### config.mk
export PLATFORM = sky130hd
export DESIGN_NAME = fetch_ifid_stage
export DESIGN_NICKNAME = d
export VERILOG_FILES = /design/src/rtl/fetch_ifid_stage.sv
export SDC_FILE = /design/constraint.sdc
export NUM_CORES = 1
export LEC_CHECK = 0
export CAP_MARGIN = 40
export CORE_MARGIN = 3
export CORE_UTILIZATION = 41
export CTS_CLUSTER_SIZE = 12
export DETAILED_ROUTE_END_ITERATION = 7
export HOLD_SLACK_MARGIN = 0.05
export PLACE_DENSITY_LB_ADDON = 0.12
export SLEW_MARGIN = 0
export SYNTH_ARGS = -nofsm -noshare
export SYNTH_HDL_FRONTEND = slang
export SYNTH_SLANG_ARGS = --single-unit
### constraint.sdc
create_clock -name clk -period 5.1 [get_ports clk]
set_input_delay 0.51 -clock clk [delete_from_list [all_inputs] [get_ports clk]]
set_output_delay 0.51 -clock clk [all_outputs]
set_load 0.1 [all_outputs]
### src/rtl/fetch_ifid_stage.sv
// Instruction-fetch stage with the IF/ID pipeline register for the 5-stage ARM pipeline.
// The PC drives instruction memory combinationally, and each normal fetch latches the
// instruction and its PC into IF/ID. Fetch honours load-use stalls, branch redirects from
// EX, and a HALT encoding that freezes fetch until the next taken branch.
//
// Ports:
//   clk          clock; all state updates on posedge
//   rst          synchronous, active-low reset
//   stall        hold PC and IF/ID
//   br_taken     redirect from EX; overrides stall
//   br_target    redirect destination PC
//   imem_addr    instruction memory address (= pc)
//   imem_rdata   instruction at imem_addr, valid in the same cycle
//   ifid_pc      PC of the instruction held in IF/ID
//   ifid_instr   instruction held in IF/ID (0 for a bubble)
//   ifid_valid   IF/ID holds a real instruction
//   opcode       ifid_instr[31:21], or 0 for a bubble
//   halted       fetch stopped on the HALT encoding
//   fetch_count  number of instructions latched valid into IF/ID (wraps)
module fetch_ifid_stage #(
  parameter int unsigned        ADDR_W   = 64,
  parameter int unsigned        INSTR_W  = 32,
  parameter logic [ADDR_W-1:0]  RESET_PC = '0
) (
  input  logic                clk,
  input  logic                rst,
  input  logic                stall,
  input  logic                br_taken,
  input  logic [ADDR_W-1:0]   br_target,
  output logic [ADDR_W-1:0]   imem_addr,
  input  logic [INSTR_W-1:0]  imem_rdata,
  output logic [ADDR_W-1:0]   ifid_pc,
  output logic [INSTR_W-1:0]  ifid_instr,
  output logic                ifid_valid,
  output logic [10:0]         opcode,
  output logic                halted,
  output logic [31:0]         fetch_count
);

  typedef enum logic [1:0] {StBoot, StRun, StHalt} state_e;

  localparam logic [10:0] HaltOpcode = 11'h7FF;

  state_e               state_q, state_d;
  logic [ADDR_W-1:0]    pc_q, pc_d;
  logic [ADDR_W-1:0]    ifid_pc_q, ifid_pc_d;
  logic [INSTR_W-1:0]   ifid_instr_q, ifid_instr_d;
  logic                 ifid_valid_q, ifid_valid_d;
  logic [31:0]          fetch_count_q, fetch_count_d;

  logic                 is_halt_word;

  assign is_halt_word = (imem_rdata[INSTR_W-1 -: 11] == HaltOpcode);

  always_ff @(posedge clk) begin
    if (!rst) begin
      state_q       <= StBoot;
      pc_q          <= RESET_PC;
      ifid_pc_q     <= '0;
      ifid_instr_q  <= '0;
      ifid_valid_q  <= 1'b0;
      fetch_count_q <= '0;
    end else begin
      state_q       <= state_d;
      pc_q          <= pc_d;
      ifid_pc_q     <= ifid_pc_d;
      ifid_instr_q  <= ifid_instr_d;
      ifid_valid_q  <= ifid_valid_d;
      fetch_count_q <= fetch_count_d;
    end
  end

  always_comb begin
    state_d       = state_q;
    pc_d          = pc_q;
    ifid_pc_d     = ifid_pc_q;
    ifid_instr_d  = ifid_instr_q;
    ifid_valid_d  = ifid_valid_q;
    fetch_count_d = fetch_count_q;

    unique case (state_q)
      // Nothing can be in flight yet, so a redirect here is meaningless.
      StBoot: state_d = StRun;

      StRun: begin
        if (br_taken) begin
          // Squash the wrong-path instruction currently in IF.
          pc_d         = br_target;
          ifid_pc_d    = '0;
          ifid_instr_d = '0;
          ifid_valid_d = 1'b0;
        end else if (!stall) begin
          if (is_halt_word) begin
            // HALT itself never enters the pipe; PC stays on it.
            ifid_pc_d    = '0;
            ifid_instr_d = '0;
            ifid_valid_d = 1'b0;
            state_d      = StHalt;
          end else begin
            ifid_pc_d     = pc_q;
            ifid_instr_d  = imem_rdata;
            ifid_valid_d  = 1'b1;
            pc_d          = pc_q + ADDR_W'(4);
            fetch_count_d = fetch_count_q + 32'd1;
          end
        end
      end

      StHalt: begin
        if (br_taken) begin
          pc_d    = br_target;
          state_d = StRun;
        end
      end

      default: state_d = StBoot;
    endcase
  end

  assign imem_addr   = pc_q;
  assign ifid_pc     = ifid_pc_q;
  assign ifid_instr  = ifid_instr_q;
  assign ifid_valid  = ifid_valid_q;
  assign opcode      = ifid_valid_q ? ifid_instr_q[INSTR_W-1 -: 11] : 11'b0;
  assign halted      = (state_q == StHalt);
  assign fetch_count = fetch_count_q;

endmodule

After elaboration in Yosys (flattened, before gate mapping):

Index checks and enable logic that the tools add are counted.

* flip-flop bits (word level): 195
* bits in latches: 0
* bits in writable memories: 0
* ROM bits: 0
* output and inout bits: 205
* logic and storage cells: 47
* memories kept: 0

* add/sub/neg operators: 2
* multiply operators: 0
* divide/modulo/power cells: 0
* $lt $le $gt $ge: 0
* equality and inequality tests: 10
* shift operators: 0
* muxes and demuxes: 20
* bitwise logic cells: 3
* reduce and logical (&&, ||, !) cells: 6

Operators with widths (count)
* $mux W64: 7
* $pmux W64 S2: 1
* $mux W32: 3
* $add A64 B3 Y64 const B: 1
* $add A32 B1 Y32 const B: 1
* $reduce_and A4 Y1: 3
* $eq A11 B11 Y1 const B: 1
* $mux W11: 1
* $mux W2: 4
* $ne A2 B2 Y1 const B: 4
* $ne A3 B3 Y1 const B: 2
* $pmux W2 S3: 1
* $mux W1: 3
* $not A1 Y1: 3
* $eq A2 B1 Y1 const B: 1
* $eq A2 B2 Y1 const B: 1
* $logic_not A2 Y1: 1
* $ne A2 B1 Y1 const B: 1
* $reduce_and A2 Y1: 1
* $reduce_bool A2 Y1: 1

Longest topological paths before layout:

* word-level depth: 5
* gate-level depth with buffers: 11
* mapped depth without buffers: 8

Worst setup path before layout:

No wires, ideal clock.

* path type: flip-flop to flip-flop
* start: register pc_q[2] (netlist: imem_addr[2])
* end: register pc_q[52] (netlist: imem_addr[52])
* arrival time: 3.106 ns
* data required time: 5.025 ns
* slack: 1.919 ns
* cell stages (with the launch flop): 8
* path buffers: 0
* period minus slack after synthesis: 3.181 ns
* path through: dfxtp_1 -> ha_1 -> nand4_2 -> nor4_1 -> nand2_1 -> nor4_2 -> mux2_2 -> a31oi_1

* word-level cells in the longest chain between the ends: 5

Ends and longest elaborated chain
* start: declaration: line 45 `logic [ADDR_W-1:0] pc_q, pc_d;`
* start signal: assignment: line 65 `pc_q <= pc_d;`
* $add A64 B3 Y64: line 103 `pc_d = pc_q + ADDR_W'(4);`
* $mux W64: line 93 `if (is_halt_word) begin`
* $mux W64: line 92 `end else if (!stall) begin`
* $mux W64: line 86 `if (br_taken) begin`
* $pmux W64 S2: line 81 `unique case (state_q)`

No other way between the ends. The select of a mux whose other input is x is not followed.
A chain may end at the register's enable or synchronous reset.

Worst setup path after layout:

* start: register pc_q[3] (netlist: imem_addr[3])
* end: register pc_q[52] (netlist: imem_addr[52])

The elaborated chain is that of the path after synthesis.

==> key figures <==
Setup path
  • R2R setup slack: 2010 ps
  • CP Capture Type: register
  • Worst path max stage delay: 680 ps
  • Critical-path maximum fanout: 8
  • Startpoint type of the worst setup path: register
  • Worst EP arrival: 3440 ps
  • Critical Path RT: 5450 ps
  • Reg-to-Reg Start: imem_addr[3]
  • R2R cell count: 7
  • Worst r2r dst: imem_addr[52]
  • Worst path slowest cell: nor4_1
  • Critical path class: reg -> reg
  • Worst setup path end: imem_addr[52]
  • Crit. Startpoint: imem_addr[3]
  • Critical path, cell by cell: ha_1 > nand4_2 > nor4_1 > nand2_1 > nor4_2 > mux2_2 > a31oi_1

Global routing
  • Congestion Overflow GR: 0
  • Vias in the first global route: 10807
  • Initial antenna violation count: 2
  • GRT Util Overall: 29.41%
  • First-pass GRT wire length: 57940 um
  • Largest net degree at the start of global routing: 107

Timing
  • Achievable clock frequency: 323.3 MHz
  • Slew margin rel.: 42.20%
  • Endpoints failing setup: 0
  • Slew of the pin with the lowest slew margin: 859.0 ps
  • Setup TNS Final: 0 ps
  • Final period util: 60.66%
  • Min Tclk post-route: 3094 ps
  • Unrepaired setup endpoints after global routing: no
  • Hold Vio Cnt, Final: 0
  • Clk_skew: 14.12 ps
  • Final hold slack: 482.8 ps
  • Final Max Tran Viols: 0

Clocking
  • Reg clk slew, reported paths: 80 ps
  • CTS tree: yes
  • Clock tree buffer depth: 2
  • Setup bufs post-CTS: 0
  • Clk sinks: 195
  • H-tree Lvls: 4
  • Cts hold-fix bufs: 0
  • Post-CTS Resized: 0
  • Clock latency on the worst-skew pair: 440 ps
  • Clk root buf: clkbuf_16
  • CTS Buf Count: 17

Routing
  • Vias: 10776
  • Post-route ant nets: 0
  • WL/cell: 19.62 um
  • Drt first-iter violations: 819
  • DRC violations left: 0
  • Via density per instance: 5.756
  • Drt first pass iters: 5
  • WL final: 36740 um

Synthesis
  • Synth Register Bits: 195
  • Yosys warning count: 0
  • Sequential-to-total area share from yosys stat: 42.65%
  • Synth async-reset ratio: 0%
  • Syn nets: 1232
  • Synth area leader: dfxtp_1
  • Area of the mapped netlist: 0.009153 sq mm
  • Syn Inst Count: 1127
  • Syn Area/Cell: 8.121 sq um
  • Commonest register cell after synthesis: dfxtp_1
  • Synth top area share: 42.65%
  • Top cells by area, synth: dfxtp_1, a22oi_1, nor2_1
  • Synth cell types: 73
  • Post-synth EDFFs: 0

Layout
  • Fin nets: 1684
  • Share of layout cells above drive strength 1: 17.84%
  • Sequential cell area: 0.003904 sq mm
  • Number of fill cells: 1462
  • Area growth from synthesis to layout: 81.04%
  • Ant diodes: 0
  • Multi-input gate area: 0.004878 sq mm

Floorplan
  • # IOs: 305
  • Die H: 155.4 um
  • Die X: 155.4 um
  • Starting Density: 41.81%
  • Core area: 0.02189 sq mm
  • Die area: 0.02415 sq mm
  • Row count: 54

Placed design
  • Post-DP HPWL: 26830 um
  • # port buffers: 304
  • Gpl congestion: 0.8880

Status
  • Status: finished clean

Worst hold path
  • Hold_sp: imem_addr[0]
  • Type of the worst min-delay path: reg -> reg

Power and ir drop
  • LEAKAGE: 6.001 nW
  • Maximum vdd drop: 192.8 uV
  • Psw: 1.417 mW
  • PwrDens: 244.6 mW/mm^2
  • Clk pwr share: 33.2%
  • Int Power: 2.635 mW
  • Sw frac: 34.96%
  • Seq pwr share: 41.1%
  • Comb power frac: 25.7%

Job
  • Max_cap viols: 0
cell usage after synthesis (all sizes together), types with 2 or more instances:
cell     number
a211o         2
a211oi        7
a21o          5
a21oi        53
a22o          5
a22oi       106
a31oi        18
a32o          6
and2         19
and3         14
and4         12
buf          12
clkbuf       78
dfxtp       195
ha            5
inv          14
mux2          2
nand2        81
nand2b        3
nand3        65
nand4        34
nor2        190
nor3         27
nor3b         2
nor4         13
o211a         2
o211ai        8
o21a          2
o21ai        39
o221a         7
o22ai         7
o2bb2ai       2
o31a          4
o31ai         9
o41ai         6
or2           5
or3          14
or4           9
xnor2        10
xor2         18
through the flow:
step	cell area, sq um	power, mW	cells	worst slack [ps]	util [%]
2_1_floorplan	9153	2.258	1127	1919	-
3_3_place_gp	12340	2.529	1633	1846	56.35
3_5_place_dp	15990	2.737	1840	1773	73.05
4_1_cts	16570	4.060	1872	2080	75.69
5_1_grt	16570	4.177	1872	1799	75.69
6_report	16570	4.052	1872	2006	75.69
power by group through the flow:
stage / registers, mW / clock network, mW / logic [mW]
5_1_grt: 1.67 / 1.42 / 1.09
4_1_cts: 1.66 / 1.36 / 1.04
2_1_floorplan: 2.02 / 0 / 0.240
3_5_place_dp: 1.70 / 0 / 1.04
6_report: 1.66 / 1.34 / 1.04
3_3_place_gp: 1.70 / 0 / 0.833
how the worst min path moves through the flow:
| stage | cells past startpoint | endpoint |
|---|---|---|
| floorplan | 2 | state_q[1] |
| finish | 2 | imem_addr[0] |
| CTS | 2 | imem_addr[0] |
| global route | 2 | imem_addr[0] |
| detailed placement | 2 | imem_addr[0] |
| global placement | 2 | imem_addr[0] |
cell type report:
type	instances	area share, %
timing repair buffer	523	41.05
inverter	14	0.3474
clock buffer	18	2.650
sequential	195	23.56
tap	280	2.114
clock inverter	14	0.8382
multi-input combinational	828	29.44
critical path: cells and delay by family, from the launching register on:
kind	cells	cell delay [ps]
simple gates	4	1760
flops	1	420
mux	1	400
fa+ha+maj	1	280
compound gates	1	150
kinds of logic (layout without fill, tap and decap cells):
group	after synthesis	in the layout	share of synthesized area [%]
multiplexers	3	3	0.3554
AND/OR/NAND/NOR	492	492	26.43
buffers and inverters	104	569	4.402
AO/OA/AOI/OAI	300	300	22.80
XOR/XNOR	28	28	2.679
adder cells (fa/ha/maj)	5	5	0.6835
flip-flops	195	195	42.65
cells in the final DEF, fill, tap and decap left out, drive strengths merged, types with 6 or more instances in the layout:
| cell | synthesis | routed |
|---|---|---|
| a211oi | 7 | 7 |
| a21oi | 53 | 53 |
| a22oi | 106 | 106 |
| a31oi | 18 | 18 |
| a32o | 6 | 6 |
| and2 | 19 | 19 |
| and3 | 14 | 14 |
| and4 | 12 | 12 |
| buf | 12 | 219 |
| clkbuf | 78 | 18 |
| clkdlybuf4s50 | 0 | 304 |
| dfxtp | 195 | 195 |
| inv | 14 | 22 |
| nand2 | 81 | 81 |
| nand3 | 65 | 65 |
| nand4 | 34 | 34 |
| nor2 | 190 | 190 |
| nor3 | 27 | 27 |
| nor4 | 13 | 13 |
| o211ai | 8 | 8 |
| o21ai | 39 | 39 |
| o221a | 7 | 7 |
| o22ai | 7 | 7 |
| o31ai | 9 | 9 |
| o41ai | 6 | 6 |
| or3 | 14 | 14 |
| or4 | 9 | 9 |
| xnor2 | 10 | 10 |
| xor2 | 18 | 18 |
state kept, by name, summed over array words and instances, names as in the netlist:
| register | count |
|---|---|
| ifid_pc | 64 |
| imem_addr | 64 |
| fetch_count | 32 |
| ifid_instr | 32 |
| state_q | 2 |
| ifid_valid | 1 |
per-layer routing:
metal / up-vias / global-route usage (%) / wire length (um)
met3: 108 / 6.537 / 2626
met1: 5131 / 36.06 / 14350
li1: 5052 / - / -
met2: 481 / 50.16 / 18330
met5: - / 0 / 27
met4: 4 / 11.63 / 1394
Power figures use the tool's default switching activity.
